===== config.mk =====
export PLATFORM = sky130hd
export DESIGN_NAME = xff_using_t_flat
export DESIGN_NICKNAME = d
export VERILOG_FILES = /design/src/rtl/xff_pkg.sv /design/src/rtl/xff_using_t_if.sv /design/src/rtl/xff_using_t_core.sv /design/src/rtl/xff_using_t.sv /design/src/flat_wrapper.sv
export SDC_FILE = /design/constraint.sdc
export NUM_CORES = 1
export LEC_CHECK = 0
export BUFFER_PORTS_ARGS = -buffer_cell sky130_fd_sc_hd__buf_4
export CAP_MARGIN = 10
export CORE_AREA = 3 3 40 42
export CTS_BUF_LIST = sky130_fd_sc_hd__clkbuf_16
export CTS_CLUSTER_DIAMETER = 80
export DETAILED_ROUTE_END_ITERATION = 8
export DIE_AREA = 0 0 43 45
export GPL_TIMING_DRIVEN = 0
export HOLD_SLACK_MARGIN = 0.05
export PLACE_DENSITY = 0.68
export SLEW_MARGIN = 20
export SYNTH_ARGS = -nofsm -noshare
export SYNTH_HDL_FRONTEND = slang
export SYNTH_SLANG_ARGS = --single-unit
export TNS_END_PERCENT = 30

===== constraint.sdc =====
create_clock -name clk -period 0.8 [get_ports clk]
set_input_delay 0.04 -clock clk [delete_from_list [all_inputs] [get_ports clk]]
set_output_delay 0.04 -clock clk [all_outputs]
set_load 0.01 [all_outputs]

===== src/rtl/xff_pkg.sv =====
`default_nettype none
// +----------------------------------------------------------------------------+
// | Module   : xff_pkg                                                         |
// | Brief    : Shared types and default sizes for the xff_using_t block.       |
// | Revision : 1.0                                                             |
// +----------------------------------------------------------------------------+
package xff_pkg;

  typedef enum logic [1:0] {
    XFF_SR = 2'd0,
    XFF_JK = 2'd1,
    XFF_D  = 2'd2,
    XFF_T  = 2'd3
  } xff_mode_e;

  localparam int XFF_WIDTH = 4;
  localparam int XFF_CNT_W = 8;

endpackage : xff_pkg
`default_nettype wire


===== src/rtl/xff_using_t_if.sv =====
`default_nettype none
// +----------------------------------------------------------------------------+
// | Module   : xff_using_t_if                                                  |
// | Brief    : Control/status bundle of the flip-flop conversion bank.         |
// |            illegal_cnt exists only when XFF_ILLEGAL_CNT_EN is defined.     |
// | Revision : 1.0                                                             |
// +----------------------------------------------------------------------------+
interface xff_using_t_if
  import xff_pkg::*;
#(
  parameter int WIDTH = XFF_WIDTH,
  parameter int CNT_W = XFF_CNT_W
);

  logic             en;
  xff_mode_e        mode;
  logic [WIDTH-1:0] a;
  logic [WIDTH-1:0] b;
  logic             clr_flag;
  logic [WIDTH-1:0] q;
  logic [WIDTH-1:0] q_bar;
  logic             illegal;
  logic             illegal_sticky;
`ifdef XFF_ILLEGAL_CNT_EN
  logic [CNT_W-1:0] illegal_cnt;
`endif

  modport master (
    output en, mode, a, b, clr_flag,
`ifdef XFF_ILLEGAL_CNT_EN
    input  illegal_cnt,
`endif
    input  q, q_bar, illegal, illegal_sticky
  );

  modport slave (
    input  en, mode, a, b, clr_flag,
`ifdef XFF_ILLEGAL_CNT_EN
    output illegal_cnt,
`endif
    output q, q_bar, illegal, illegal_sticky
  );

endinterface : xff_using_t_if
`default_nettype wire


===== src/rtl/xff_using_t_core.sv =====
`default_nettype none
// +----------------------------------------------------------------------------+
// | Module   : t_ff_core                                                       |
// | Brief    : Single toggle flip-flop, synchronous active-low reset.          |
// | Revision : 1.0                                                             |
// +----------------------------------------------------------------------------+
module t_ff_core (
  input  wire  clk,
  input  wire  reset,
  input  wire  t,
  output logic q
);

  always_ff @(posedge clk) begin
    if (!reset) begin
      q <= 1'b0;
    end else begin
      q <= q ^ t;
    end
  end

endmodule : t_ff_core
`default_nettype wire


===== src/rtl/xff_using_t.sv =====
`default_nettype none
// +----------------------------------------------------------------------------+
// | Module   : xff_using_t                                                     |
// | Brief    : SR/JK/D/T register bank built on T-flip-flop cores, with        |
// |            illegal-SR detection. Optional counter: XFF_ILLEGAL_CNT_EN.     |
// | Revision : 1.0                                                             |
// +----------------------------------------------------------------------------+
module xff_using_t
  import xff_pkg::*;
#(
  parameter int WIDTH = XFF_WIDTH,
  parameter int CNT_W = XFF_CNT_W
) (
  input wire           clk,
  input wire           reset,
  xff_using_t_if.slave bus
);

  logic [WIDTH-1:0] q;
  logic [WIDTH-1:0] t;
  logic [WIDTH-1:0] t_en;
  logic             ill_now;
  logic             illegal;
  logic             illegal_sticky;

  // S=R=1 must hold the bit, so those bits are masked out of the toggle enable.
  always_comb begin
    t = '0;
    unique case (bus.mode)
      XFF_SR:  t = ((bus.a & ~q) | (bus.b & q)) & ~(bus.a & bus.b);
      XFF_JK:  t = (bus.a & ~q) | (bus.b & q);
      XFF_D:   t = bus.a ^ q;
      default: t = bus.a;
    endcase
  end

  assign t_en = t & {WIDTH{bus.en}};

  for (genvar i = 0; i < WIDTH; i++) begin : g_cell
    t_ff_core u_cell (
      .clk   (clk),
      .reset (reset),
      .t     (t_en[i]),
      .q     (q[i])
    );
  end

  // Reset gating is implicit: every flag register below clears while reset=0.
  assign ill_now = bus.en & (bus.mode == XFF_SR) & (|(bus.a & bus.b));

  always_ff @(posedge clk) begin
    if (!reset) begin
      illegal        <= 1'b0;
      illegal_sticky <= 1'b0;
    end else begin
      illegal        <= ill_now;
      illegal_sticky <= ill_now | (illegal_sticky & ~bus.clr_flag);
    end
  end

`ifdef XFF_ILLEGAL_CNT_EN
  logic [CNT_W-1:0] illegal_cnt;

  always_ff @(posedge clk) begin
    if (!reset) begin
      illegal_cnt <= '0;
    end else if (ill_now) begin
      if (illegal_cnt != {CNT_W{1'b1}}) begin
        illegal_cnt <= illegal_cnt + 1'b1;
      end
    end else if (bus.clr_flag) begin
      illegal_cnt <= '0;
    end
  end

  assign bus.illegal_cnt = illegal_cnt;
`endif

  assign bus.q              = q;
  assign bus.q_bar          = ~q;
  assign bus.illegal        = illegal;
  assign bus.illegal_sticky = illegal_sticky;

endmodule : xff_using_t
`default_nettype wire


===== src/flat_wrapper.sv =====
// flat-port wrapper written by rule: the top's interface ports become plain ports
module xff_using_t_flat import xff_pkg::*;
#(
  parameter int WIDTH = XFF_WIDTH,
  parameter int CNT_W = XFF_CNT_W
)
  (clk, reset, bus_en, bus_mode, bus_a, bus_b, bus_clr_flag, bus_q, bus_q_bar, bus_illegal, bus_illegal_sticky);
  xff_using_t_if #(.WIDTH(WIDTH), .CNT_W(CNT_W)) bus_i ();
  input wire clk;
  input wire reset;
  input wire logic [$bits(bus_i.en)-1:0] bus_en;
  input wire logic [$bits(bus_i.mode)-1:0] bus_mode;
  input wire logic [$bits(bus_i.a)-1:0] bus_a;
  input wire logic [$bits(bus_i.b)-1:0] bus_b;
  input wire logic [$bits(bus_i.clr_flag)-1:0] bus_clr_flag;
  output wire logic [$bits(bus_i.q)-1:0] bus_q;
  output wire logic [$bits(bus_i.q_bar)-1:0] bus_q_bar;
  output wire logic [$bits(bus_i.illegal)-1:0] bus_illegal;
  output wire logic [$bits(bus_i.illegal_sticky)-1:0] bus_illegal_sticky;
  assign bus_i.en = bus_en;
  assign bus_i.mode = bus_mode;
  assign bus_i.a = bus_a;
  assign bus_i.b = bus_b;
  assign bus_i.clr_flag = bus_clr_flag;
  assign bus_q = bus_i.q;
  assign bus_q_bar = bus_i.q_bar;
  assign bus_illegal = bus_i.illegal;
  assign bus_illegal_sticky = bus_i.illegal_sticky;
  xff_using_t #(.WIDTH(WIDTH), .CNT_W(CNT_W)) u_core (.clk(clk), .reset(reset), .bus(bus_i));
endmodule

# --- Word level (Yosys, flattened, before mapping) ---
# Cells that the tools add are included.
totals:
  output_inout_bits: 10
  ff_bits: 6
  wordCells: 29
  inputBits: 14
classes:
  eq_ne: 2
  reduce_logical: 2
  muxes: 1
  bitwise_logic: 18
op_table:
  columns: ["op", "n"]
  rows:
  - ["$and A4 B4 Y4", 5]
  - ["$pmux W4 S3", 1]
  - ["$not A4 Y4", 2]
  - ["$or A4 B4 Y4", 1]
  - ["$reduce_or A4 Y1", 1]
  - ["$xor A1 B1 Y1", 4]
  - ["$xor A4 B4 Y4", 1]
  - ["$and A1 B1 Y1", 3]
  - ["$eq A2 B1 Y1 const B", 1]
  - ["$eq A2 B2 Y1 const B", 1]
  - ["$logic_not A2 Y1", 1]
  - ["$not A1 Y1", 1]
  - ["$or A1 B1 Y1", 1]

# --- Depth between registers and ports, before layout ---
# Gate-level depths: netlist of the first run.
depth:
  depth_word: 7
  depth_mapped: 5
  mapped_depth_nobuf: 4

# --- Modules after synthesis ---
# From an unflattened synthesis of the first run, not the netlist that was laid out.
hier_totals:
  cells_unflattened: 51
  area_unflattened_um2: 407.9
by_module_without_submodules:
  columns: ["module", "seq_area_each_um2", "instances", "area_each_um2", "cells_each"]
  rows:
  - ["xff_using_t", 40.0, 1, 267.8, 39]
  - ["t_ff_core", 20.0, 4, 35.0, 3]

# --- Worst setup path after synthesis of the first run ---
# OpenSTA, ideal clock, no wires.
synth_path:
  path_type: "flip-flop to flip-flop"
  from: "register u_core.g_cell[1].u_cell.q"
  to: "register u_core.g_cell[1].u_cell.q"
  setup_time_ns: 0.070
  n_path_buf: 0
  path_stages_with_launch: 5
  slack_ns: -0.069
  t_required_ns: 0.730
  synth_period_minus_slack_ns: 0.869
  arrival_time_ns: 0.799
  path_cell_list: "dfxtp_1 inv_1 o31ai_1 a21oi_1 a21boi_1"
synth_via:
  elab_chain_cells: 7
  word_cells_on_any_way: 9
  classes_between: "1 x mux; 8 x bitwise"
synth_lines:
  columns: ["item", "line_no", "source"]
  rows:
  - ["from (decl)", "xff_using_t_core.sv:11", "output logic q"]
  - ["from (signal assigned)", "xff_using_t_core.sv:18", "q <= q ^ t;"]
  - ["$not A4 Y4 (*)", null, null]
  - ["net bus_q_bar[1]", "flat_wrapper.sv:17", "output wire logic [$bits(bus_i.q_bar)-1:0] bus_q_bar;"]
  - ["$and A4 B4 Y4 (*)", "xff_using_t.sv:30, xff_using_t.sv:31", null]
  - ["$or A4 B4 Y4 (*)", "xff_using_t.sv:30, xff_using_t.sv:31", null]
  - ["$and A4 B4 Y4", "xff_using_t.sv:30", "XFF_SR: t = ((bus.a & ~q) | (bus.b & q)) & ~(bus.a & bus.b);"]
  - ["$pmux W4 S3 (*)", "xff_using_t.sv:29", "unique case (bus.mode)"]
  - ["$and A4 B4 Y4 (*)", "xff_using_t.sv:37", "assign t_en = t & {WIDTH{bus.en}};"]
  - ["$xor A1 B1 Y1 (*)", "xff_using_t_core.sv:18", null]
# The timed path passes the listed nets; every way through them passes the cells marked *.
# A chain may end at the register's enable or synchronous reset.

# --- Worst setup path in the final report of the first run ---
layout_path:
  from: "register u_core.g_cell[1].u_cell.q"
  to: "register u_core.g_cell[1].u_cell.q"
layout_via:
  elab_chain_cells: 7
  word_cells_on_any_way: 9
  classes_between: "1 x mux; 8 x bitwise"
layout_lines:
  columns: ["item", "line_no"]
  rows:
  - ["$not A4 Y4", "xff_using_t.sv:30, xff_using_t.sv:31"]
  - ["$and A4 B4 Y4", "xff_using_t.sv:30, xff_using_t.sv:31"]
  - ["$or A4 B4 Y4", "xff_using_t.sv:30, xff_using_t.sv:31"]
  - ["$and A4 B4 Y4", "xff_using_t.sv:30"]
  - ["$pmux W4 S3", "xff_using_t.sv:29"]
  - ["$and A4 B4 Y4", "xff_using_t.sv:37"]
  - ["$xor A1 B1 Y1 (*)", "xff_using_t_core.sv:18"]
# Mark *: on every way between the ends. The rest lies on a longest branch, timed or not.

==> results of run 1 <==
[final cells by class]
cell class / instances / area [um2] / area share [%]
plain buffers: 7 / 71.3 / 8.89
inverters: 5 / 21.3 / 2.65
clock buffers: 3 / 75.1 / 9.36
repair buffers: 22 / 188 / 23.4
well taps: 15 / 18.8 / 2.34
multi-input cells: 45 / 300 / 37.4
flip-flops and latches: 6 / 128 / 15.9
[synth_stat cells (all sizes together)]
| master | n | area (um2) |
|---|---|---|
| a31o | 1 | 8.76 |
| a21boi | 4 | 30.0 |
| o31ai | 2 | 15.0 |
| nand2b | 3 | 18.8 |
| o21ai | 3 | 15.0 |
| nor2 | 2 | 7.51 |
| nand4b | 3 | 26.3 |
| nand3 | 1 | 5.00 |
| inv | 5 | 18.8 |
| nand2 | 13 | 56.3 |
| o311ai | 1 | 8.76 |
| dfxtp | 6 | 120 |
| mux2i | 2 | 20.0 |
| nand3b | 1 | 7.51 |
| buf | 7 | 60.1 |
| o22ai | 2 | 12.5 |
| a21oi | 5 | 28.8 |
| a22oi | 2 | 15.0 |
[per-layer routing]
layer | global-route usage, % | share of wire, %
met2 | 21.9 | 52
met4 | 7.23 | 0.95
met1 | 14.3 | 39
met3 | 6.77 | 8.2
met5 | 0 | 0
[worst paths after layout]
path                                                  end  depth (start not counted)  slack [ps]
worst max-delay path            u_core.g_cell[1].u_cell.q                          4         -60
worst min-delay path            u_core.g_cell[3].u_cell.q                          3          80
worst max register to register  u_core.g_cell[1].u_cell.q                          4         -60
worst min register to register  u_core.bus.illegal_sticky                          1         480
[timing repair]
item	in CTS	in global routing
gates cloned	0	0
resized for setup	11	7
pin swaps	4	3
setup endpoints to repair	10	12
[flip-flops by register name, summed over array words and instances (netlist names)]
name	count
u_core.bus.illegal_sticky	1
u_core.bus.illegal	1
u_core.g_cell.u_cell.q	4
[power by group]
part           switching [mW]  total, mW  internal, mW
combinational           0.158      0.372         0.215
clock                   0.172      0.813         0.642
sequential             0.0256      0.352         0.327
total                   0.355       1.54          1.18
[through the flow]
stage	power, mW	instance area, um2	hold WS [ps]	cells	TNS, ps
2_1_floorplan	0.535	478	172	63	-40.8
3_3_place_gp	0.677	662	316	100	-167
3_5_place_dp	0.680	662	317	100	-234
4_1_cts	1.55	777	68.5	103	-310
5_1_grt	1.62	802	93.8	103	-660
6_report	1.54	802	81.6	103	-282
[kinds of logic after synthesis]
family | count (synthesis)
simple gates | 23
flops | 6
mux | 2
compound gates | 20
buf+inv | 12
[critical path: stages, from the launching register on]
cell and delay [ps]:
dfxtp_2 330, inv_2 60, o31ai_1 190, a21oi_1 60
a21boi_1 140
==> flow_metrics.py, run 1 <==
metrics = {
    "run_status": {
        "status": "complete, but fails checks",
        "violations": "negative setup slack",
    },
    "place": {
        "dp_slack_ps": -72.5,
        "dpl.hpwl_um": 862,
        "port_buffers": 22,
        "gp_congestion": 0.697,
    },
    "route": {
        "drc": 0,
        "drt-vias-per-instance": 5.06,
        "wl_um": 1150,
        "dr.pass1.iters": 2,
        "vias": 521,
        "ant_nets": 0,
        "routedWlPerCell_um": 11.2,
        "first_iter_violations": 6,
    },
    "logic_synthesis": {
        "synth_xor_area_share_pct": 0,
        "yosysWarningCount": 0,
        "synth_top_family_by_area": "compound AO/OA/AOI/OAI gates",
        "muxShareOfSynthArea_pct": 4.22,
        "ys_ff_latch": 6,
        "postSynthCellCount": 63,
        "yosysSeqAreaShare_pct": 25.3,
        "syn-num-nets": 77,
        "netlist_area_um2": 474,
        "synthSimpleGateAreaFrac_pct": 25.6,
        "synthAdderAreaFrac_pct": 0,
        "synth_compound_area_share_pct": 28.2,
        "synth_cell_types": 21,
        "avgSynthCellArea_um2": 7.53,
    },
    "critical_path": {
        "worstPathMaxFanout": 4,
        "crit_path_start": "u_core.g_cell[1].u_cell.q",
        "crit_type": "flip-flop to flip-flop",
        "arrival_ps": 1010,
        "startpoint_type": "flip-flop",
        "end_kind": "flip-flop",
        "cp.required_ps": 950,
        "reg2reg_from": "u_core.g_cell[1].u_cell.q",
    },
    "finish": {
        "layout.nets": 104,
        "drive_above_1_share_pct": 54.5,
        "fin_util_pct": 62.4,
        "diodes": 0,
        "final_cell_mix": "18 x buf_4, 11 x buf_6, 11 x nand2_1",
        "nFillCells": 126,
        "syn2layout_area_growth_pct": 69.1,
        "final_common_cell": "buf_4",
    },
    "sta": {
        "slew_violations": 0,
        "fin_skew_ps": 0,
        "final-hold-violation-count": 0,
        "tightest_slew_ps": 218,
        "finalSetupViolations": 8,
        "post-route-min-period_ps": 863,
        "rsz0062_at_grt": "true",
        "max_slew_margin_pct": 85.4,
        "finalCritPeriodShare_pct": 108,
        "fmax_ghz": 1.16,
        "worst_slack_ps": -62.9,
    },
    "die": {
        "die_area_um2": 1940,
        "ios": 24,
        "start_util_pct": 36.9,
        "core.rowCount": 13,
        "die_w_um": 43,
        "design.core.area_um2": 1280,
        "die_h_um": 45,
    },
    "run": {
        "drv_cap": 0,
    },
    "clocking": {
        "cts_setup_buffers": 0,
        "hold_buffers": 0,
        "worstSkewPairLatency_ps": 230,
        "cts-root-buf": "clkbuf_16",
        "tritoncts": "yes",
        "clk_path_buf_depth": 2,
        "cts.sinks": 6,
        "cts.clk_slew.worst_paths_ps": 30,
        "htree_num_levels": 1,
        "numCtsBuffers": 3,
    },
    "grt": {
        "grt_overflow": 0,
        "grt_pass1_wl_um": 1890,
        "antenna_found_initial": 0,
        "grt_usage_pct": 13.4,
        "first_global_vias": 464,
        "grt_start_max_net_pins": 11,
    },
    "power": {
        "p_leak_nw": 0.369,
        "power_density_nw_per_um2": 1920,
        "peakVddDrop_uv": 1970,
    },
    "worst_hold_path": {
        "hp-start": "bus_a[3]",
        "hold_path.class": "input pin to flip-flop",
    },
}
Power figures use the tool's default switching activity.
==> inputs of run 2 (changes only) <==
SKIP_LAST_GASP = 1   (was not set)
==> run 2 against run 1 <==
Compared with the run above:
- the flow still finishes with violations (negative setup slack)
- clock skew unchanged
- fmax down 0.96%
- first-iteration DRC count stayed put
- sequential power fell by 1%
- non-clock buffer count stayed put
- final area decreased by 5.1%
- clock-buffer cell count is the same
- combinational power decreased by 8.3%
- cell count is the same
- largest cell class unchanged
==> flow_metrics.py, run 2 (same netlist as run 1, synthesis figures left out) <==
metrics = {
    "place": {
        "dpl.hpwl_um": 862,
        "gp_congestion": 0.697,
        "placed_cells_incl_taps": 100,
        "port_buffers": 22,
        "post_dp_cell_area_um2": 662,
    },
    "die": {
        "die_h_um": 45,
        "die_w_um": 43,
        "start_util_pct": 36.9,
        "core.rowCount": 13,
        "ios": 24,
        "design.core.area_um2": 1280,
        "die_area_um2": 1940,
    },
    "critical_path": {
        "crit_top_cell": "buf_4",
        "worstPathMaxFanout": 5,
        "cp_cell_sequence": "buf_4, buf_4",
        "end_kind": "output pin",
        "crit_path_top_delay_cell": "dfxtp_4",
        "startpoint_type": "flip-flop",
        "crit_type": "flip-flop to output pin",
        "cp.required_ps": 760,
        "slowest_delay_ps": 350,
        "arrival_ps": 830,
    },
    "run": {
        "drv_cap": 0,
    },
    "finish": {
        "nFillCells": 123,
        "largest_reg_flops": 4,
        "final_common_cell": "buf_4",
        "drive_above_1_share_pct": 52.3,
        "fin_util_pct": 59.2,
        "multi_input_area_um2": 292,
        "fin_cells": 103,
        "regMostFlops": "u_core.g_cell.u_cell.q",
        "layout.nets": 104,
        "top_regs": "u_core.g_cell.u_cell.q: 4 flops, u_core.bus.illegal: 1 flops, u_core.bus.illegal_sticky: 1 flops",
        "design_area_um2": 761,
        "seqCellArea_um2": 128,
        "syn2layout_area_growth_pct": 60.4,
        "final_cell_mix": "26 x buf_4, 12 x nand2_1, 4 x inv_2, 4 x a21boi_1",
        "diodes": 0,
    },
    "sta": {
        "finalCritPeriodShare_pct": 109,
        "setup-tns-final_ps": -323,
        "slew_violations": 0,
        "final-hold-violation-count": 0,
        "fin_skew_ps": 0,
        "hold_slack_ps": 76.7,
        "rsz0062_at_grt": "true",
        "post-route-min-period_ps": 871,
        "finalSetupViolations": 9,
        "fmax_ghz": 1.15,
        "max_slew_margin_pct": 85.4,
        "tightest_slew_ps": 219,
        "worst_slack_ps": -71.2,
    },
    "route": {
        "routedWlPerCell_um": 10.8,
        "drt-vias-per-instance": 5.08,
        "vias": 523,
        "drc": 0,
        "wl_um": 1120,
        "ant_nets": 0,
        "dr.pass1.iters": 4,
        "first_iter_violations": 6,
    },
    "clocking": {
        "worstSkewPairLatency_ps": 230,
        "htree_num_levels": 1,
        "tritoncts": "yes",
        "cts-root-buf": "clkbuf_16",
        "numCtsBuffers": 3,
        "cts.clk_slew.worst_paths_ps": 30,
        "clk_path_buf_depth": 2,
        "cts.sinks": 6,
    },
    "power": {
        "p_leak_nw": 0.357,
        "power_density_nw_per_um2": 1970,
        "peakVddDrop_uv": 1960,
    },
    "grt": {
        "grt_usage_pct": 13.3,
        "first_global_vias": 460,
        "grt_start_max_net_pins": 11,
        "grt_pass1_wl_um": 1860,
        "antenna_found_initial": 0,
        "grt_overflow": 0,
    },
    "run_status": {
        "status": "complete, but fails checks",
        "violations": "negative setup slack",
    },
    "worst_hold_path": {
        "hold_path.class": "input pin to flip-flop",
    },
}
-- run 2: where the power goes --
| part | total (mW) | leakage (nW) | switching (mW) | internal [mW] |
|---|---|---|---|---|
| logic | 0.341 | 0.269 | 0.151 | 0.190 |
| clock network | 0.812 | 0.0370 | 0.170 | 0.642 |
| registers | 0.347 | 0.0510 | 0.0206 | 0.326 |
| total | 1.50 | 0.357 | 0.342 | 1.16 |
-- run 2: routing by layer --
metal	track usage [%]	routed length, um	part of all wire, %
met5	0	0	0
met2	21.3	560	50
met3	6.77	115	10
met1	14.3	427	38
met4	7.23	12	1.1
-- run 2: path summary, 6_finish.rpt --
check / start / endpoint / slack [ps] / depth (start not counted)
worst min-delay path: bus_mode[1] / u_core.g_cell[0].u_cell.q / 80 / 3
worst max-delay path: u_core.g_cell[0].u_cell.q / bus_q[0] / -70 / 2
worst max register to register: u_core.g_cell[3].u_cell.q / u_core.g_cell[3].u_cell.q / -50 / 4
worst min register to register: u_core.bus.illegal_sticky / u_core.bus.illegal_sticky / 480 / 1
-- run 2: layout make-up --
cell class,instances,area share (%)
inverters,5,2.47
multi-input cells,45,38.3
clock buffers,3,9.87
repair buffers,22,22.2
flip-flops and latches,6,16.8
well taps,15,2.47
plain buffers,7,7.89
-- run 2: per-stage QoR --
| stage | setup slack [ps] | power, mW |
|---|---|---|
| 4_1_cts | -67.0 | 1.53 |
| 3_3_place_gp | -39.0 | 0.677 |
| 2_1_floorplan | -20.4 | 0.535 |
| 6_report | -71.2 | 1.50 |
| 3_5_place_dp | -72.5 | 0.680 |
| 5_1_grt | -146 | 1.58 |
-- run 2: worst max-delay path, delay by kind of cell (launching register included) --
| kind | cells | cell delay [ps] |
|---|---|---|
| buffers and inverters | 2 | 250 |
| DFF | 1 | 350 |
-- run 2: timing repair --
action,in CTS,in global routing
resized for setup,4,3
cloned,0,0
hold buffers,0,0
buffers inserted,0,0
pin swaps,2,3
endpoints found under the setup margin,10,12
